**src/rtl/cpu_pkg.sv**
```systemverilog
// Types shared by the PC, instruction memory, fetch and decode blocks.
package cpu_pkg;

  localparam int ADDR_W = 16;
  localparam int DATA_W = 16;

  typedef logic [ADDR_W-1:0] addr_t;
  typedef logic [DATA_W-1:0] instr_t;

  typedef struct packed {
    addr_t  addr;
    instr_t data;
  } fetch_entry_t;

endpackage

```
**src/rtl/fetch_fifo.sv**
```systemverilog
// DEPTH-entry FIFO of {addr, data} fetch entries with synchronous clear.
// The head entry is read combinationally so decode sees it in the same cycle.
module fetch_fifo
  import cpu_pkg::*;
#(
  parameter int DEPTH = 4,
  parameter int PTR_W = $clog2(DEPTH)
) (
  input  logic               clk,
  input  logic               rst,
  input  logic               clr,
  input  logic               push,
  input  fetch_entry_t       push_entry,
  input  logic               pop,
  output fetch_entry_t       head_entry,
  output logic [PTR_W:0]     count
);

  fetch_entry_t     mem_q [DEPTH];
  logic [PTR_W-1:0] wr_ptr_q, wr_ptr_d;
  logic [PTR_W-1:0] rd_ptr_q, rd_ptr_d;
  logic [PTR_W:0]   count_q, count_d;

  always_comb begin
    wr_ptr_d = push ? wr_ptr_q + 1'b1 : wr_ptr_q;
    rd_ptr_d = pop  ? rd_ptr_q + 1'b1 : rd_ptr_q;
    unique case ({push, pop})
      2'b10:   count_d = count_q + 1'b1;
      2'b01:   count_d = count_q - 1'b1;
      default: count_d = count_q;
    endcase
  end

  always_ff @(posedge clk) begin
    if (rst || clr) begin
      wr_ptr_q <= '0;
      rd_ptr_q <= '0;
      count_q  <= '0;
    end else begin
      wr_ptr_q <= wr_ptr_d;
      rd_ptr_q <= rd_ptr_d;
      count_q  <= count_d;
    end
  end

  // Storage is deliberately left uncleared; the pointers alone define validity.
  always_ff @(posedge clk) begin
    if (push && !rst && !clr) begin
      mem_q[wr_ptr_q] <= push_entry;
    end
  end

  assign head_entry = mem_q[rd_ptr_q];
  assign count      = count_q;

endmodule

```
**src/rtl/instr_fetch_buffer.sv**
```systemverilog
// Fetch buffer between the PC stage and decode: issues reads to the synchronous
// instruction memory and queues returned words, reserving a slot per read in flight.
module instr_fetch_buffer
  import cpu_pkg::*;
#(
  parameter int DEPTH = 4,
  parameter int PTR_W = $clog2(DEPTH)
) (
  input  logic              clk,
  input  logic              rst,
  input  logic              pc_valid,
  input  logic [ADDR_W-1:0] pc_addr,
  output logic              pc_ready,
  input  logic              flush,
  output logic              imem_en,
  output logic [ADDR_W-1:0] imem_addr,
  input  logic [DATA_W-1:0] imem_rdata,
  output logic              ins_valid,
  output logic [DATA_W-1:0] ins_data,
  output logic [ADDR_W-1:0] ins_addr,
  input  logic              ins_ready,
  output logic [PTR_W:0]    occupancy
);

  localparam logic [PTR_W+1:0] DEPTH_L = (PTR_W + 2)'(DEPTH);

  logic           inflight_q, inflight_d;
  addr_t          req_addr_q, req_addr_d;
  logic [PTR_W:0] count;
  logic [PTR_W+1:0] reserved;
  logic           acc, push, pop, have_head;
  fetch_entry_t   head_entry, push_entry;

  // Readiness depends only on registered state, never on ins_ready.
  always_comb begin
    reserved   = {1'b0, count} + {{(PTR_W + 1){1'b0}}, inflight_q};
    pc_ready   = ~rst & ~flush & (reserved < DEPTH_L);
    acc        = pc_valid & pc_ready;
    imem_en    = acc;
    imem_addr  = pc_addr;
    inflight_d = acc;
    req_addr_d = acc ? pc_addr : req_addr_q;
  end

  always_comb begin
    have_head  = (count != '0);
    push       = inflight_q & ~flush;
    pop        = have_head & ins_ready & ~flush;
    push_entry = '{addr: req_addr_q, data: imem_rdata};
    ins_valid  = have_head & ~rst;
    ins_data   = rst ? '0 : head_entry.data;
    ins_addr   = rst ? '0 : head_entry.addr;
    occupancy  = rst ? '0 : count;
  end

  always_ff @(posedge clk) begin
    if (rst) begin
      inflight_q <= 1'b0;
    end else begin
      inflight_q <= inflight_d;
    end
    req_addr_q <= req_addr_d;
  end

  fetch_fifo #(
    .DEPTH (DEPTH),
    .PTR_W (PTR_W)
  ) u_fifo (
    .clk        (clk),
    .rst        (rst),
    .clr        (flush),
    .push       (push),
    .push_entry (push_entry),
    .pop        (pop),
    .head_entry (head_entry),
    .count      (count)
  );

endmodule
```
**config.mk**
```make
export PLATFORM = sky130hd
export DESIGN_NAME = instr_fetch_buffer
export DESIGN_NICKNAME = d
export VERILOG_FILES = /design/src/rtl/cpu_pkg.sv /design/src/rtl/fetch_fifo.sv /design/src/rtl/instr_fetch_buffer.sv
export SDC_FILE = /design/constraint.sdc
export NUM_CORES = 1
export LEC_CHECK = 0
export CAP_MARGIN = 20
export CELL_PAD_IN_SITES_DETAIL_PLACEMENT = 2
export CELL_PAD_IN_SITES_GLOBAL_PLACEMENT = 2
export CORE_UTILIZATION = 40
export CTS_CLUSTER_DIAMETER = 60
export CTS_CLUSTER_SIZE = 40
export DETAILED_ROUTE_END_ITERATION = 12
export PLACE_DENSITY_LB_ADDON = 0.12
export SLEW_MARGIN = 30
export SYNTH_ARGS = -nofsm -noshare
export SYNTH_HDL_FRONTEND = slang
export SYNTH_SLANG_ARGS = --single-unit
```
**constraint.sdc**
```tcl
create_clock -name clk -period 3.35 [get_ports clk]
set_input_delay 0.5025 -clock clk [delete_from_list [all_inputs] [get_ports clk]]
set_output_delay 0.5025 -clock clk [all_outputs]
set_load 0.01 [all_outputs]
```
Word-level counts from Yosys, hierarchy flattened --
Memories as Yosys holds them, arrays and structs flattened. A register that Yosys moved wholly into a read port is not among the register bits. Index checks and enable logic that the tools add are counted.
Storage, ports and cells: register bits 24, bits in latches 0, RAM bits 128, memory bits (read-only) 0, bits of input ports 37, output and inout bits 54, memories 1
Operators by class: add/subtract/negate cells 5, $mul 0, divide/modulo/power cells 0, magnitude comparators 1, eq/ne operators 2, shifts and indexed selects 0, multiplexer cells 8, bitwise gates (word level) 9, reductions and logical operators 7
Memory list:
- u_fifo.mem_q | words 4, width 32, rd ports 1, clocked after Yosys merged registers in 1, write ports 1, line fetch_fifo.sv:19 | fetch_entry_t mem_q [DEPTH];
Operators by type and width (count):
- 16-bit two-way mux | 2
- 1-bit bitwise AND | 7
- 3-bit case mux with 2 select lines | 1
- 2-bit by 1-bit adder with 2-bit output, second input constant | 2
- 3-bit by 1-bit adder with 4-bit output | 1
- 4-bit by 3-bit less-than comparator with 1-bit output, second input constant | 1
- 2-bit two-way mux | 2
- 3-bit by 1-bit adder with 3-bit output, second input constant | 1
- 3-bit two-way mux | 1
- 3-bit nonzero test | 1
- 3-bit by 1-bit subtractor with 3-bit output, second input constant | 1
- 2-bit by 1-bit equality test with 1-bit output, second input constant | 1
- 2-bit equality test, second input constant | 1
- 1-bit logical AND | 2
- 1-bit zero test | 2
- 1-bit two-way mux | 2
- 1-bit NOT | 2
- 2-bit nonzero test | 1
- 1-bit logical OR | 1

Longest topological paths before layout --
depth in word-level cells 6, depth in mapped cells 8

Hierarchy --
A second synthesis with hierarchy kept.
Second synthesis, totals: cells, all modules 295, area total of the unflattened synthesis 6017.0 um^2
By module, submodules not included:
- fetch_fifo | instances 1, cells an instance 214, area an instance 5091.1 um^2, seq. area each 4023.9 um^2
- instr_fetch_buffer | instances 1, cells an instance 81, area an instance 925.9 um^2, seq. area each 500.5 um^2

Worst setup path after synthesis --
Ideal clock, no wire load.
kind input port to output port, start point input flush, end point output imem_en, arrival time 1.732 ns, slack 1.116 ns, stages on the path 3, path buffers 0, path through or3_1 -> a31oi_1 -> and2_1
On the way: word-level cells in the longest chain between the ends 4
RTL lines:
- from (decl) | line instr_fetch_buffer.sv:14 | input logic flush,
- 1-bit NOT | line instr_fetch_buffer.sv:37 | pc_ready = ~rst & ~flush & (reserved < DEPTH_L);
- 1-bit bitwise AND (2 in a row) | line instr_fetch_buffer.sv:37
- named net pc_ready | line instr_fetch_buffer.sv:13 | output logic pc_ready,
- 1-bit bitwise AND | line instr_fetch_buffer.sv:38 | acc = pc_valid & pc_ready;
- to (decl) | line instr_fetch_buffer.sv:15 | output logic imem_en,
The timed path passes the listed nets, and every way through them passes these cells.

Final worst setup path --
start point input flush, end point output imem_en
On the way: word-level cells in the longest chain between the ends 4
RTL lines (line):
- 1-bit NOT | instr_fetch_buffer.sv:37
- 1-bit bitwise AND (2 in a row) | instr_fetch_buffer.sv:37
- 1-bit bitwise AND | instr_fetch_buffer.sv:38
No other way between the ends.

==> impl_results.md <==
- Status: finished clean
- Root Buffer: clkbuf_16
- Share of power burned in registers: 51.3%
- Setup Viol. Count Final: 0
- WL per Instance: 21.5 um
- Largest stage delay on the critical path: 0.56 ns
- Worst-case hold slack: 0.403 ns
- Crit Path Max Fanout: 5
- IO Port Bufs: 90
- Critical path arrival: 2.49 ns
- GRT busiest layer: met2
- P&R area growth vs syn: 27.3%
- Vias in the first global route: 3157
- Total negative slack: 0 ns
- Crit path time final: 2.99 ns
- DR DRC count: 0
- Initial Utilization: between 40% and 50%
- Sw Pwr: 0.840 mW
- Post CTS Setup Buffer Count: 0
- Resize count post-CTS: 0
- Horiz. Die Dim: ~120 um
- M1 GR Usage: 22.7%
- Period utilization: between 80% and 90%
- Reg clk slew, reported paths: approximately 0.06 ns
- Hpwl dp: 7720 um
- Yosys reg bits: 154
- Clk_skew: 0.00810 ns
- Met2 Use GR: 29.4%
- Syn. warnings: 0
- RSZ-0062 raised after global routing: false
- Synthesized area: 0.00596 mm2
- Final hold vios: 0
- DR vias: 2916
- FMAX: 335 MHz
- Worst vdd ir: around 0.37 mV
- Slew headroom: about three fifths
- Register area share after synthesis: 75.9%
- Synth Instances: between 200 and 300
- Global Route met3 Usage: 5.95%
- CTS Hold Buffers Added: 0
- Final Max Tran Viols: 0
- GR Util All Layers: around 18%
- I/O pin count: 91
- First-pass GRT wire length: 18900 um
- Num rows: 44
- DR pass1 iterations: 4
- CTS tree: yes
- Largest net degree at the start of global routing: 39
- Initial antenna violation count: 0
- Crit-path most repeated cell: clkdlybuf4s50_1
- Sw Ratio: 20.2%
- RePlAce Congestion: 0.677
- Crit start category: input port
- Cts bufs inserted: 17
- R2R Path End: req_addr_q[0]$_DFFE_PP_
- CP Capture Type: output pin
- H-tree levels: 4
- Setup CP Type: in -> out
- Chip Height: 124 um
- Initial DRC count: about 180
- Reg2Reg Depth: 4
- Worst-margin pin slew: 0.613 ns
- Critical Path RT: 2.85 ns
- Drt via density: 5.03
- Maximum clock path buffer count: 2
- CTS sink cnt: 154
- Count of cell types in the netlist: 26
- Clock Latency Late Sink: 0.42 ns
- CP Depth: 5
- GRT overflow: 0
- Syn avg cell area: 20.3 um2
- Routed wire length: 12500 um
- Core Area: between 0.01 and 0.015 mm2
- Antenna diodes: 0
- Leakage power: between 2 and 2.5 nW
- Origin of the critical flop-to-flop path: u_fifo.count[2]$_SDFFE_PP0P_
- Critical Path Sink: imem_en
- Total die area: 0.0154 mm2
- Worst setup startpoint: flush
- CP Cell Sequence: clkdlybuf4s50_1, or3_1, a31oi_1, and2_1, clkdlybuf4s50_1
- Delay-heaviest family, CP: buffers and inverters
- Worst hold path class: in -> reg
- NumNets Final: 427
- Syn Nets: approximately 340
- Fraction of layout cells with a size suffix above 1: 20.2%
- Max cap viols: 0
- Gate power share: 3.8%
- Final ANT Viol Nets: 0
- Clock share of power: 44.9%
- PwrDens: 546 mW/mm2
- Internal Power: between 3 and 4 mW
- R2R setup slack: 1.45 ns
- Crit-path slowest cell: clkdlybuf4s50_1
- Buf+Inv Stages, Crit Path: 2
-- synthesized netlist by cell type, drive strengths merged --
cell	number	area share [%]
mux4	32	12
a31oi	1	0.10
clkbuf	6	0.38
buf	23	3.0
nor2	13	0.82
inv	5	0.31
ha	5	1.0
edfxtp	144	73
o31ai	2	0.25
nor3	1	0.084
nor2b	33	3.5
or3	1	0.10
nand2b	1	0.10
dfxtp	10	3.4
or2	1	0.10
o211ai	1	0.13
xnor2	1	0.15
fa	1	0.34
and2	2	0.21
xor2	4	0.59
mux2i	1	0.17
and3	4	0.42
o311ai	1	0.15
a21oi	1	0.084
-- routing by layer --
metal | up-vias | share of wire [%]
met1 | 1511 | 45
met4 | 0 | 1.2
li1 | 1316 | -
met5 | - | 0
met3 | 10 | 4.5
met2 | 79 | 50
-- kinds of logic after synthesis --
logic type               after synthesis  share of synthesized area [%]
AND/OR/NAND/NOR                       56                           5.31
XOR/XNOR                               5                          0.734
flip-flops                           154                           75.9
buffers and inverters                 34                           3.71
adder cells (fa/ha/maj)                6                           1.39
multiplexers                          33                           12.3
AO/OA/AOI/OAI                          6                          0.714
-- placed cells by master, fill, tap and decap left out, types with 3 or more instances in the layout --
cell	netlist	layout
and3_2	0	4
clkdlybuf4s50_1	0	89
inv_6	0	4
xor2_1	4	4
buf_4	16	6
buf_12	0	4
clkinv_2	0	3
nor2b_1	33	33
edfxtp_1	144	144
inv_1	5	5
clkbuf_16	0	17
clkinv_4	0	4
dfxtp_1	10	8
ha_1	5	5
nor2_1	13	13
mux4_2	32	32
-- area by class of cell --
| type | instances | area [um2] |
|---|---|---|
| Tap cell | 184 | 230 |
| Sequential cell | 154 | 4530 |
| Timing Repair Buffer | 100 | 1020 |
| Multi-Input combinational cell | 106 | 1220 |
| Clock buffer | 18 | 429 |
| Clock inverter | 13 | 145 |
| Fill cell | 1289 | 6940 |
| Inverter | 5 | 18.8 |
-- how the worst min path moves through the flow --
stage	startpoint	endpoint	cells past startpoint
global placement	req_addr_q[14]$_DFFE_PP_	u_fifo.mem_q[2][30]$_DFFE_PP_	0
global route	rst	u_fifo.count[2]$_SDFFE_PP0P_	3
CTS	rst	u_fifo.count[2]$_SDFFE_PP0P_	3
finish	rst	u_fifo.count[2]$_SDFFE_PP0P_	3
floorplan	req_addr_q[0]$_DFFE_PP_	u_fifo.mem_q[0][16]$_DFFE_PP_	0
detailed placement	req_addr_q[10]$_DFFE_PP_	u_fifo.mem_q[1][26]$_DFFE_PP_	0
-- flip-flops by register name, indices dropped and copies added, names as in the netlist, named ones only --
name and count:
u_fifo.rd_ptr_q 2, inflight_q 1, req_addr_q 16, u_fifo.count 3
u_fifo.wr_ptr_q 2, u_fifo.mem_q 128
-- power by group through the flow --
stage,clock [mW],combinational (mW),sequential [mW]
floorplan,0,0.0591,2.16
global route,1.98,0.169,2.13
global placement,0,0.154,2.17
detailed placement,0,0.159,2.17
finish,1.86,0.156,2.13
CTS,1.92,0.160,2.13
-- stage by stage --
| step | utilization, % | setup WS [ns] | std cells | instance area, um2 | power, mW |
|---|---|---|---|---|---|
| global route | 52.2 | 0.303 | 580 | 7590 | 4.28 |
| finish | 52.2 | 0.361 | 580 | 7590 | 4.15 |
| detailed placement | 48.3 | 0.387 | 549 | 7020 | 2.33 |
| floorplan | - | 1.12 | 294 | 5960 | 2.22 |
| CTS | 52.2 | 0.328 | 580 | 7590 | 4.21 |
| global placement | 48.3 | 0.447 | 549 | 7020 | 2.32 |
-- worst register-to-register path, delay by kind of cell (launching register included) --
kind	cells	cell delay, ns
AOI/OAI and AO/OA	1	0.29
buffers and inverters	1	0.27
DFF	1	0.36
and+or+nand+nor	2	0.67
No activity file was read; power rests on OpenSTA's default activity.
